`src/rtl/uart_tx_ctrl.sv`:
```
// UART transmit controller: byte accept, 11-bit frame shifter, bit-time and frame counters.
// Define UART_TX_PARITY_EN to send a parity bit in position 9; otherwise a second stop bit is sent.

module uart_tx_ctrl #(
   parameter int unsigned BAUD_W = 19
) (
   input  logic              clk,
   input  logic              reset_n,
   input  logic              load,
   input  logic [7:0]        din,
   input  logic [BAUD_W-1:0] baud_k,
   input  logic              odd_n_even,
   output logic              tx,
   output logic              tx_rdy,
   output logic              busy
);

   localparam int unsigned FRAME_LEN = 11;
   localparam int unsigned FCNT_W    = 4;

   localparam logic [1:0] IDLE  = 2'd0;
   localparam logic [1:0] SHIFT = 2'd1;
   localparam logic [1:0] DONE  = 2'd2;

   localparam logic [BAUD_W-1:0] K_MIN    = BAUD_W'(2);
   localparam logic [FCNT_W-1:0] LAST_BIT = FCNT_W'(FRAME_LEN - 1);

   logic [1:0]           state,  state_nxt;
   logic [FRAME_LEN-1:0] shreg,  shreg_nxt;
   logic [BAUD_W-1:0]    bcnt,   bcnt_nxt;
   logic [BAUD_W-1:0]    k_lat,  k_nxt;
   logic [FCNT_W-1:0]    fcnt,   fcnt_nxt;
   logic                 doit,   doit_nxt;
   logic                 rdy_q,  rdy_nxt;
   logic                 btu;
   logic                 bit9;

`ifdef UART_TX_PARITY_EN
   assign bit9 = (^din) ^ odd_n_even;
`else
   logic unused_odd_n_even;
   assign bit9              = 1'b1;
   assign unused_odd_n_even = odd_n_even;
`endif

   // One bit time elapsed; k_lat is never below 2 so the subtraction cannot wrap
   assign btu = doit && (bcnt == (k_lat - BAUD_W'(1)));

   // Next-state and datapath decode
   always_comb begin
      state_nxt = state;
      shreg_nxt = shreg;
      k_nxt     = k_lat;
      fcnt_nxt  = fcnt;
      doit_nxt  = doit;
      rdy_nxt   = rdy_q;
      if (!doit || btu) bcnt_nxt = '0;
      else              bcnt_nxt = bcnt + BAUD_W'(1);

      case (state)
         IDLE: begin
            doit_nxt = 1'b0;
            rdy_nxt  = 1'b1;
            fcnt_nxt = '0;
            if (load) begin
               k_nxt     = (baud_k < K_MIN) ? K_MIN : baud_k;
               shreg_nxt = {1'b1, bit9, din, 1'b0};
               doit_nxt  = 1'b1;
               rdy_nxt   = 1'b0;
               bcnt_nxt  = '0;
               state_nxt = SHIFT;
            end
         end
         SHIFT: begin
            if (btu) begin
               shreg_nxt = {1'b1, shreg[FRAME_LEN-1:1]};
               fcnt_nxt  = fcnt + FCNT_W'(1);
               // Counter reaching 11 on this edge means the stop bit just finished
               if (fcnt == LAST_BIT) state_nxt = DONE;
            end
         end
         DONE: begin
            doit_nxt  = 1'b0;
            bcnt_nxt  = '0;
            fcnt_nxt  = '0;
            rdy_nxt   = 1'b1;
            state_nxt = IDLE;
         end
         default: begin
            shreg_nxt = '1;
            doit_nxt  = 1'b0;
            bcnt_nxt  = '0;
            fcnt_nxt  = '0;
            rdy_nxt   = 1'b1;
            state_nxt = IDLE;
         end
      endcase
   end

   // State and datapath registers
   always_ff @(posedge clk or negedge reset_n) begin
      if (!reset_n) begin
         state <= IDLE;
         shreg <= '1;
         bcnt  <= '0;
         k_lat <= K_MIN;
         fcnt  <= '0;
         doit  <= 1'b0;
         rdy_q <= 1'b1;
      end else begin
         state <= state_nxt;
         shreg <= shreg_nxt;
         bcnt  <= bcnt_nxt;
         k_lat <= k_nxt;
         fcnt  <= fcnt_nxt;
         doit  <= doit_nxt;
         rdy_q <= rdy_nxt;
      end
   end

   assign tx     = shreg[0];
   assign tx_rdy = rdy_q;
   assign busy   = doit;

endmodule

```
`config.mk`:
```
export PLATFORM = sky130hd
export DESIGN_NAME = uart_tx_ctrl
export DESIGN_NICKNAME = d
export VERILOG_FILES = /design/src/rtl/uart_tx_ctrl.sv
export SDC_FILE = /design/constraint.sdc
export NUM_CORES = 1
export LEC_CHECK = 0
export ABC_AREA = 1
export CAP_MARGIN = 10
export CORE_MARGIN = 1
export CORE_UTILIZATION = 50
export DETAILED_ROUTE_END_ITERATION = 8
export PLACE_DENSITY = 0.71
export SLEW_MARGIN = 15
export SYNTH_ARGS = -nofsm -noshare
export SYNTH_HDL_FRONTEND = slang
export SYNTH_SLANG_ARGS = --single-unit
```
`constraint.sdc`:
```
create_clock -name clk -period 5.12 [get_ports clk]
set_clock_uncertainty 0.05 [all_clocks]
set_input_delay 0.768 -clock clk [delete_from_list [all_inputs] [get_ports clk]]
set_output_delay 0.768 -clock clk [all_outputs]
set_load 0.05 [all_outputs]
```
; Word-level counts from Yosys, hierarchy flattened
; Index checks and enable logic that the tools add are counted.
[word_totals]
regBits = 57
output_inout_bits = 3
[op_classes]
bitwise_logic = 1
add_sub_neg = 3
mux = 17
order_cmp = 1
n_reduce_logical = 7
n_eq_ne = 7
[ops]
columns = op, count
row1 = two-way mux 19 bit, 3
row2 = one-hot mux 19 bit (2 select lines), 1
row3 = one-hot mux 11 bit (3 select lines), 1
row4 = two-way mux 11 bit, 2
row5 = adder 19 x 1 -> 19 bit (second input constant), 1
row6 = == test 19 bit, 1
row7 = less-than comparator 19 x 2 -> 1 bit (second input constant), 1
row8 = subtractor 19 x 1 -> 19 bit (second input constant), 1
row9 = two-way mux 4 bit, 2
row10 = two-way mux 2 bit, 3
row11 = != test 2 bit (second input constant), 3
row12 = AND reduction 3 bit, 2
row13 = adder 4 x 1 -> 4 bit (second input constant), 1
row14 = == test 4 bit (second input constant), 1
row15 = one-hot mux 1 bit (2 select lines), 2
row16 = one-hot mux 2 bit (2 select lines), 1
row17 = == test 2 x 1 -> 1 bit (second input constant), 1
row18 = == test 2 bit (second input constant), 1
row19 = zero test 2 bit, 1
row20 = two-way mux 1 bit, 2
row21 = AND reduction 2 bit, 1
row22 = logical AND 1 bit, 1
row23 = zero test 1 bit, 1
row24 = logical OR 1 bit, 1
row25 = inverter 1 bit, 1

; Depth between registers and ports, before layout
; Gate-level depths: netlist (run 1).
[logic_depth]
word_depth = 7
depth_mapped = 17
depth_no_buf = 17

; Worst setup path before layout (run 1)
; No wires, ideal clock.
[synth_timing]
path_type = reg-to-reg
start = register k_lat[1]
end = register bcnt[8]
setup_slack_ps = 3062
t_arrival_ps = 1887
period_less_slack_ps = 2058
stages_incl_launch_ff = 17
cell_sequence = dfstp_2 > inv_1 > ha_1 > inv_1 > nand2_1 > nand2_1 > nor2_1 > nand2_1 > nor2_1 > nand2_1 > nor2_1 > nand3_1 > nor2_2 > nand2_1 > nand4_1 > buf_4 > nor2_1
[synth_via]
elab_chain_len = 7
[synth_rtl]
columns = item, line_no
row1 = start: declaration, 31  ; logic [BAUD_W-1:0] k_lat, k_nxt;
row2 = start signal: assignment, 114  ; k_lat <= k_nxt;
row3 = subtractor 19 x 1 -> 19 bit *, 47  ; assign btu = doit && (bcnt == (k_lat - BAUD_W'(1)));
row4 = == test 19 bit *, 47
row5 = logical AND 1 bit *, 47
row6 = logical OR 1 bit *, 57  ; if (!doit || btu) bcnt_nxt = '0;
row7 = two-way mux 19 bit *, 57
row8 = two-way mux 19 bit, 65  ; if (load) begin
row9 = one-hot mux 19 bit (2 select lines) *, 60  ; case (state)
row10 = via bcnt_nxt[8], 30  ; logic [BAUD_W-1:0] bcnt, bcnt_nxt;
row11 = end signal: assignment, 113  ; bcnt <= bcnt_nxt;
row12 = end: declaration, 30
; The timed path passes the listed nets; every way through them passes the cells marked *.
; A chain may end at the register's enable or synchronous reset.

; Worst setup path in the final report (run 1)
[layout_timing]
start = register k_lat[0]
end = register bcnt[11]
; Same word-level chain as after synthesis.

==> flow_summary.json, run 1 <==
{
  "yosys.area_share.adder_pct": 1.45,
  "timing.setup.tns_ns": 0,
  "stdcell_area_um2": 3930,
  "path_class": "flip-flop to flip-flop",
  "grt_usage_pct": 24.0,
  "overflow": 0,
  "grt_max_degree": 56,
  "clk_latency_ns": 0.31,
  "netlist_area_um2": 3450,
  "synth.area.mux_share_pct": 0,
  "io_pins": 34,
  "async_flop_share_pct": 100,
  "grt_pass1_wl_mm": 13.8,
  "yosysSeqAreaShare_pct": 40.3,
  "p_per_area_nw_per_um2": 324,
  "drtIter0Drc": 189,
  "synthDistinctLibCells": 35,
  "worst_pin_slew_ns": 0.691,
  "period_needed_ns": 2.69,
  "crit_path_start_kind": "flip-flop",
  "area_growth_pct": 14.0,
  "maxCapViolations": 0,
  "first_pass_iters": 5,
  "path_clk_slew_ns": 0.10,
  "antenna_found_initial": 0,
  "detail_route.wl_per_cell_um": 13.4,
  "fp.dieArea_um2": 7230,
  "ant_nets": 0,
  "p_leak_uw": 0.00186,
  "finalHoldViolCount": 0,
  "dpl-instance-area_um2": 3840,
  "end_kind": "flip-flop",
  "synth_area_leaders": "dfrtp_1 (32%), nand2_1 (17%), dfstp_2 (8.4%)",
  "synthCells": 476,
  "rsz0062_at_grt": "false",
  "status": "completed",
  "yosys_warnings": 0,
  "synth-xor-area-share_pct": 6.61,
  "start_util_pct": 53.1,
  "cts_sinks": 55,
  "arrival_ns": 2.86,
  "cts_root_buf": "clkbuf_8",
  "synth-seq-cells": 55,
  "grt_pass1_vias": 2937,
  "max_freq_mhz": 371,
  "synth-simple-area-share_pct": 39.3,
  "cts.repair.resized": 0,
  "die_y_um": 85.0,
  "nNetsFinal": 546,
  "postCtsHoldBufs": 0,
  "synth_most_common_cell": "nand2_1",
  "h-tree-depth": 2,
  "core_area_um2": 6490,
  "io_buffers": 32,
  "synth_compound_area_share_pct": 5.74,
  "synth_common_cells": "nand2_1 (156), nor2_1 (59), inv_1 (48), dfrtp_1 (44), nand3_1 (38)",
  "vdd_drop_max_uv": 215,
  "critical_path_required_ns": 5.29,
  "num_antenna_cells": 0,
  "cts_made_buffers": 5,
  "synth_top_area_cell": "dfrtp_1",
  "post-route-period-util_pct": 52.6,
  "drive_above_1_share_pct": 9.38,
  "slew_violations": 0,
  "relSlewSlack_pct": 54.0,
  "vias": 3131,
  "place_hpwl_mm": 6.01,
  "synth_edf_count": 0,
  "fp-row-count": 29,
  "die_w_um": 85.0,
  "drt_wl_total_mm": 7.87,
  "post-cts-setup-buffers": 0,
  "drc": 0,
  "ys.flop_type": "dfrtp_1",
  "syn_avg_cell_area_um2": 7.24,
  "critPathMaxFanout": 13,
  "synth_top_family_by_area": "simple AND/OR/NAND/NOR gates",
  "synth_top_area_share_pct": 31.9,
  "clockBufferDepth": 2,
  "vias_per_cell": 5.32,
  "setup_viol": 0,
  "gp_congestion": 0.885,
  "syn-num-nets": 511,
  "hp-class": "flip-flop to flip-flop",
  "cts_tree": "done"
}
power breakdown:
group | total (uW) | internal [uW] | switching (uW)
combinational | 404 | 158 | 246
sequential | 611 | 537 | 74.0
clock | 258 | 111 | 147
total | 1270 | 806 | 467
metal layers:
layer  global-route usage (%)  share of wire [%]  up-vias
li1                         -                  -     1583
met3                     4.09                6.1       10
met1                     33.4                 47     1461
met5                        0                  0        -
met2                     38.7                 45       77
met4                     6.93                1.3        0
sequential cells by signal (all words and copies together), names as in the netlist:
| name | flops |
|---|---|
| bcnt | 19 |
| k_lat | 19 |
| shreg | 9 |
| fcnt | 4 |
| state | 2 |
| busy | 1 |
| tx_rdy | 1 |
cell type report:
type                       count  area, um^2
fill                         602        2560
multi-input combinational    365        1830
sequential                    55        1390
timing repair buffer          34         330
inverter                      50         188
tap                           77        96.3
clock buffer                   7        86.3
clock inverter                 1        8.76
critical path, cell delays in order (launching register included):
cell	delay (ns)
dfrtp_1	0.39
inv_1	0.12
ha_1	0.26
nand2_1	0.17
nor2_4	0.21
nand2_1	0.10
o21bai_1	0.13
nand2_1	0.08
nand3_1	0.10
nor2_2	0.07
nand2_1	0.09
nand4_1	0.52
nor2_1	0.30
cell usage in the layout (no fill, tap or decap), types with 6 or more instances in the layout:
| cell | Yosys | layout |
|---|---|---|
| o22a_1 | 7 | 7 |
| xnor2_1 | 6 | 6 |
| nor2_2 | 11 | 11 |
| inv_1 | 48 | 48 |
| clkbuf_8 | 0 | 6 |
| clkdlybuf4s50_1 | 0 | 31 |
| nor2_1 | 59 | 59 |
| dfrtp_1 | 44 | 44 |
| nand4_1 | 11 | 11 |
| nand3_1 | 38 | 38 |
| o21ai_0 | 18 | 18 |
| xor2_1 | 20 | 20 |
| nand2_1 | 156 | 156 |
| dfstp_2 | 11 | 11 |
through the flow:
step	worst slack (ns)	hold WS, ns	utilization, %	total power, uW	std cells
floorplan	3.06	0.394	-	902	476
global placement	2.51	0.403	59.1	1010	581
detailed placement	2.41	0.405	59.1	1020	581
CTS	2.44	0.420	60.5	1280	589
global route	2.17	0.434	60.5	1370	589
finish	2.43	0.419	60.5	1270	589
path summary, 6_finish.rpt:
path                             to  slack (ns)  depth (start not counted)      from
min in group asynchronous   bcnt[8]        0.52                          2   reset_n
max                        bcnt[11]        2.43                         12  k_lat[0]
min                        shreg[1]        0.42                          2  shreg[1]
max in group asynchronous  bcnt[11]        4.04                          2   reset_n
min reg2reg                shreg[1]        0.42                          2  shreg[1]
max reg2reg                bcnt[11]        2.43                         12  k_lat[0]
cell families after synthesis:
| group | count (synthesis) |
|---|---|
| xor+xnor | 26 |
| fa+ha+maj | 4 |
| buf+inv | 56 |
| flops | 55 |
| simple gates | 303 |
| compound gates | 32 |
No activity file was read; power rests on OpenSTA's default activity.
==> run 2: changes to the inputs <==
- PLACE_DENSITY: 0.71 -> 0.74
- clock period: 5.12 -> 2.2 ns (I/O delays scaled with it)
==> flow_summary.json, run 2 (synthesized netlist as in run 1, its figures left out) <==
{
  "rsz0062_at_grt": "true",
  "critPathBufInv": 3,
  "finalPower_uw": 3070,
  "worst_pin_slew_ns": 0.523,
  "cts_sinks": 55,
  "num_antenna_cells": 0,
  "worstPathCellList": "inv_2, ha_4, inv_2, nand2_1, nand2_1, nor2_1, nand2_1, nor2_1, nand2_1, nor2_1, nand3_1, nor2_4, nand3_2, nand2_4, buf_6, nand3_1, nand2_1",
  "antenna_found_initial": 0,
  "drive_above_1_share_pct": 14.9,
  "slowest_stage": "dfstp_2",
  "critical_path_required_ns": 2.41,
  "setup_viol": 33,
  "vias": 3173,
  "crit_path_start_kind": "flip-flop",
  "status": "finished with violations",
  "critPathMaxStageDelay_ns": 0.55,
  "drt_wl_total_mm": 8.26,
  "relSlewSlack_pct": 64.6,
  "vdd_drop_max_uv": 433,
  "final_common_cell": "nand2_1",
  "cts_root_buf": "clkbuf_8",
  "cts_tree": "done",
  "layout_common_cells": "nand2_1 (154), nor2_1 (56), inv_1 (46)",
  "timing.setup.tns_ns": -3.86,
  "p_per_area_nw_per_um2": 733,
  "fillers": 568,
  "die_w_um": 85.0,
  "io_buffers": 32,
  "clockBufferDepth": 2,
  "p_leak_uw": 0.00198,
  "path_clk_slew_ns": 0.10,
  "post-route-period-util_pct": 108,
  "cpMostUsedCell": "nand2_1",
  "die_y_um": 85.0,
  "clk_latency_ns": 0.31,
  "final-seq-area_um2": 1390,
  "path_class": "flip-flop to flip-flop",
  "io_pins": 34,
  "max_freq_mhz": 420,
  "critPathMaxFanout": 8,
  "hp-class": "input pin to async pin",
  "area_growth_pct": 21.6,
  "slew_violations": 0,
  "grt_max_degree": 48,
  "cts_made_buffers": 5,
  "fp-row-count": 29,
  "core_area_um2": 6490,
  "top_regs": "bcnt: 19 flops, k_lat: 19 flops, shreg: 9 flops",
  "finalHoldViolCount": 0,
  "vias_per_cell": 5.17,
  "overflow": 0,
  "multi_input_area_um2": 1890,
  "grt_usage_pct": 24.2,
  "gp_congestion": 0.901,
  "dpl.cell_count": 601,
  "fp.dieArea_um2": 7230,
  "start_util_pct": 53.1,
  "end_kind": "flip-flop",
  "arrival_ns": 2.59,
  "pre_cts_ws_ns": -0.166,
  "nNetsFinal": 571,
  "h-tree-depth": 2,
  "drc": 0,
  "grt_pass1_wl_mm": 13.8,
  "maxCapViolations": 0,
  "drtIter0Drc": 198,
  "fin_cells": 614,
  "first_pass_iters": 4,
  "crit_family": "simple AND/OR/NAND/NOR gates",
  "grt_pass1_vias": 3022,
  "layout_setup_ws_ns": -0.181,
  "place_hpwl_mm": 6.20,
  "period_needed_ns": 2.38,
  "detail_route.wl_per_cell_um": 13.5,
  "fin_util_pct": 64.6,
  "violations": "negative setup slack",
  "ant_nets": 0
}
==> run 2: worst register-to-register path: stages, from the launching register on <==
cell,delay [ns]
dfstp_2,0.55
inv_2,0.05
ha_4,0.26
inv_2,0.03
nand2_1,0.05
nand2_1,0.05
nor2_1,0.11
nand2_1,0.07
nor2_1,0.09
nand2_1,0.12
nor2_1,0.11
nand3_1,0.11
nor2_4,0.17
nand3_2,0.11
nand2_4,0.13
buf_6,0.14
nand3_1,0.07
nand2_1,0.08
==> run 2: timing repair <==
item | in CTS | in global routing
buffers inserted | 1 | 2
gates resized for setup | 8 | 6
hold buffers | 1 | 0
endpoints found under the setup margin | 33 | 34
hold endpoints to repair | 8 | 0
pin swaps | 2 | 1
cloned | 0 | 1
==> run 2: path summary, 6_finish.rpt <==
| path | start | end | slack (ns) | cells after the start |
|---|---|---|---|---|
| setup / recovery | k_lat[1] | shreg[8] | -0.18 | 17 |
| hold / removal | reset_n | bcnt[15] | 0.36 | 2 |
| setup reg to reg | k_lat[1] | shreg[8] | -0.18 | 17 |
| hold reg to reg | shreg[1] | shreg[1] | 0.42 | 2 |
| max in group asynchronous | reset_n | shreg[8] | 1.15 | 3 |
| min in group clk | shreg[1] | shreg[1] | 0.42 | 2 |
==> run 2: metal layers <==
metal  vias up  GRT usage, %  wire length [um]
li1       1635             -                 -
met1      1472          33.4              3970
met2        60          40.5              3940
met3         6          3.31               286
met4         0          5.39                65
met5         -             0                 0
==> run 2: area by class of cell <==
type / instances / share of cell area (%)
inverter: 50 / 4.48
clock buffer: 7 / 1.82
clock inverter: 1 / 0.179
tap: 77 / 2.30
timing repair buffer: 58 / 12.9
multi-input combinational: 366 / 45.2
sequential: 55 / 33.2
==> run 2: power breakdown <==
group / switching, uW / internal, uW / total [uW]
clock: 327 / 226 / 553
sequential: 170 / 1250 / 1420
combinational: 632 / 469 / 1100
==> run 2: stage by stage <==
stage | hold slack, ns | instance area (um^2)
finish | 0.361 | 4190
global route | 0.378 | 4190
CTS | 0.370 | 4150
detailed placement | 0.170 | 4010
global placement | 0.166 | 4010
floorplan | -0.0156 | 3450
==> run 3: changes to the inputs <==
- CORE_MARGIN: 1 -> 2
==> flow_summary.json, run 3 (synthesized netlist as in run 1, its figures left out) <==
{
  "r2r_start": "k_lat[1]",
  "nNetsFinal": 573,
  "min_to": "shreg[4]",
  "max_freq_mhz": 423,
  "cts_root_buf": "clkbuf_8",
  "final-seq-area_um2": 1390,
  "clkPwrFrac_pct": 19.3,
  "fillers": 567,
  "hp-class": "flip-flop to flip-flop",
  "grt_max_degree": 56,
  "p_per_area_nw_per_um2": 742,
  "maxCapViolations": 0,
  "core_area_um2": 6720,
  "arrival_ns": 2.56,
  "layout_setup_ws_ns": -0.162,
  "critical_path_required_ns": 2.40,
  "power.internal_uw": 2040,
  "slowest_stage": "dfstp_2",
  "path_clk_slew_ns": 0.09,
  "dpl-instance-area_um2": 4060,
  "grt_pass1_wl_mm": 13.5,
  "violations": "negative setup slack",
  "r2r_slack_ns": -0.16,
  "rsz0062_at_grt": "true",
  "stdcell_area_um2": 4270,
  "h-tree-depth": 2,
  "grt_pass1_vias": 2909,
  "relSlewSlack_pct": 64.3,
  "worstPathCellList": "inv_2, ha_4, inv_2, nand2_1, nand2_1, nor2_2, nand2_1, nor2_1, nand2_1, nor2_1, nand3_1, nor2_4, nand3_2, nand2_4, buf_12, nand3_1, nand2_1",
  "path_class": "flip-flop to flip-flop",
  "power_switching_share_pct": 35.7,
  "fin_cells": 619,
  "vdd_drop_max_uv": 648,
  "multi_input_area_um2": 1910,
  "clk_latency_ns": 0.31,
  "worstSetupStartpoint": "k_lat[1]",
  "num_antenna_cells": 0,
  "io_pins": 34,
  "p_leak_uw": 0.00201,
  "drtIter0Drc": 191,
  "vias_per_cell": 5.05,
  "fp.dieArea_um2": 7570,
  "slew_violations": 0,
  "die_w_um": 87.0,
  "gp_congestion": 0.879,
  "cts_sinks": 55,
  "dpl.cell_count": 608,
  "place_hpwl_mm": 6.23,
  "fp-row-count": 30,
  "overflow": 0,
  "critPathMaxFanout": 8,
  "reg2reg_depth": 17,
  "ant_nets": 0,
  "antenna_found_initial": 0,
  "switchingPower_uw": 1130,
  "r2r_end": "shreg[6]",
  "detail_route.wl_per_cell_um": 12.9,
  "critPathMaxStageDelay_ns": 0.55,
  "timing.setup.tns_ns": -3.05,
  "layout_common_cells": "nand2_1 (153), nor2_1 (54), inv_1 (46)",
  "cp_num_cells": 17,
  "hold_depth": 2,
  "die_y_um": 87.0,
  "status": "finished with violations",
  "cts_tree": "done",
  "drive_above_1_share_pct": 17.1,
  "drc": 0,
  "crit_path_start_kind": "flip-flop",
  "critPathBufInv": 3,
  "hp-start": "shreg[4]",
  "io_buffers": 32,
  "cpMostUsedCell": "nand2_1",
  "setup_viol": 27,
  "end_kind": "flip-flop",
  "drt_wl_total_mm": 7.99,
  "clockBufferDepth": 2,
  "period_needed_ns": 2.36,
  "final_common_cell": "nand2_1",
  "grt_usage_pct": 22.5,
  "finalHoldViolCount": 0,
  "top_regs": "bcnt: 19 flops, k_lat: 19 flops, shreg: 9 flops",
  "area_growth_pct": 23.8,
  "start_util_pct": 51.3,
  "combPwrFrac_pct": 36.2,
  "post-route-period-util_pct": 107,
  "worst_pin_slew_ns": 0.534,
  "vias": 3126,
  "first_pass_iters": 4,
  "cts_made_buffers": 5,
  "crit_family": "simple AND/OR/NAND/NOR gates",
  "seqPwrFrac_pct": 44.5
}
[run 3: area by class of cell]
cell class	count	share of cell area, %
Clock inverter	1	0.176
Clock buffer	7	2.26
Tap cell	80	2.34
Multi-Input combinational cell	365	44.8
Inverter	50	4.40
Sequential cell	55	32.6
Timing Repair Buffer	61	13.4
[run 3: how the worst max path moves through the flow]
stage	slack [ns]	end
2_1_floorplan	0.14	bcnt[8]
3_3_place_gp	-0.20	shreg[8]
3_5_place_dp	-0.26	shreg[6]
4_1_cts	-0.17	shreg[6]
5_1_grt	-0.32	shreg[3]
6_report	-0.16	shreg[6]
[run 3: worst register-to-register path: cells and delay by family (launching register included)]
family	cells	cell delay, ns
AND/OR/NAND/NOR	13	1.25
flip-flops	1	0.55
adder cells (fa/ha/maj)	1	0.27
buffers and inverters	3	0.21
[run 3: repair_timing]
item                                    4_1_cts  5_1_grt
hold endpoints to repair                     44        0
endpoints found under the setup margin       33       34
hold buffers                                  1        0
gates resized for setup                       8       15
setup buffers                                 1        1
cloned                                        0        0
pin swaps                                     1        3
[run 3: routing by layer]
layer / vias up / part of all wire [%] / global-route usage (%) / wire length, um
li1: 1628 / - / - / -
met1: 1433 / 48 / 32.0 / 3860
met2: 56 / 47 / 36.4 / 3780
met3: 9 / 3.4 / 3.32 / 274
met4: 0 / 1.0 / 4.83 / 80
met5: - / 0 / 0 / 0
[run 3: per-stage QoR]
step           power [uW]  utilization, %  worst slack [ns]  hold WS (ns)
2_1_floorplan        2100               -             0.142       -0.0156
3_3_place_gp         2480            60.4            -0.195         0.304
3_5_place_dp         2510            60.4            -0.260         0.293
4_1_cts              3160            62.6            -0.171         0.420
5_1_grt              3380            63.5            -0.315         0.432
6_report             3170            63.5            -0.162         0.423
[run 3: power by group through the flow]
stage / combinational [uW] / sequential [uW] / clock, uW
2_1_floorplan: 641 / 1460 / 0
3_3_place_gp: 1060 / 1420 / 0
3_5_place_dp: 1090 / 1420 / 0
4_1_cts: 1120 / 1410 / 631
5_1_grt: 1280 / 1430 / 667
6_report: 1150 / 1410 / 612
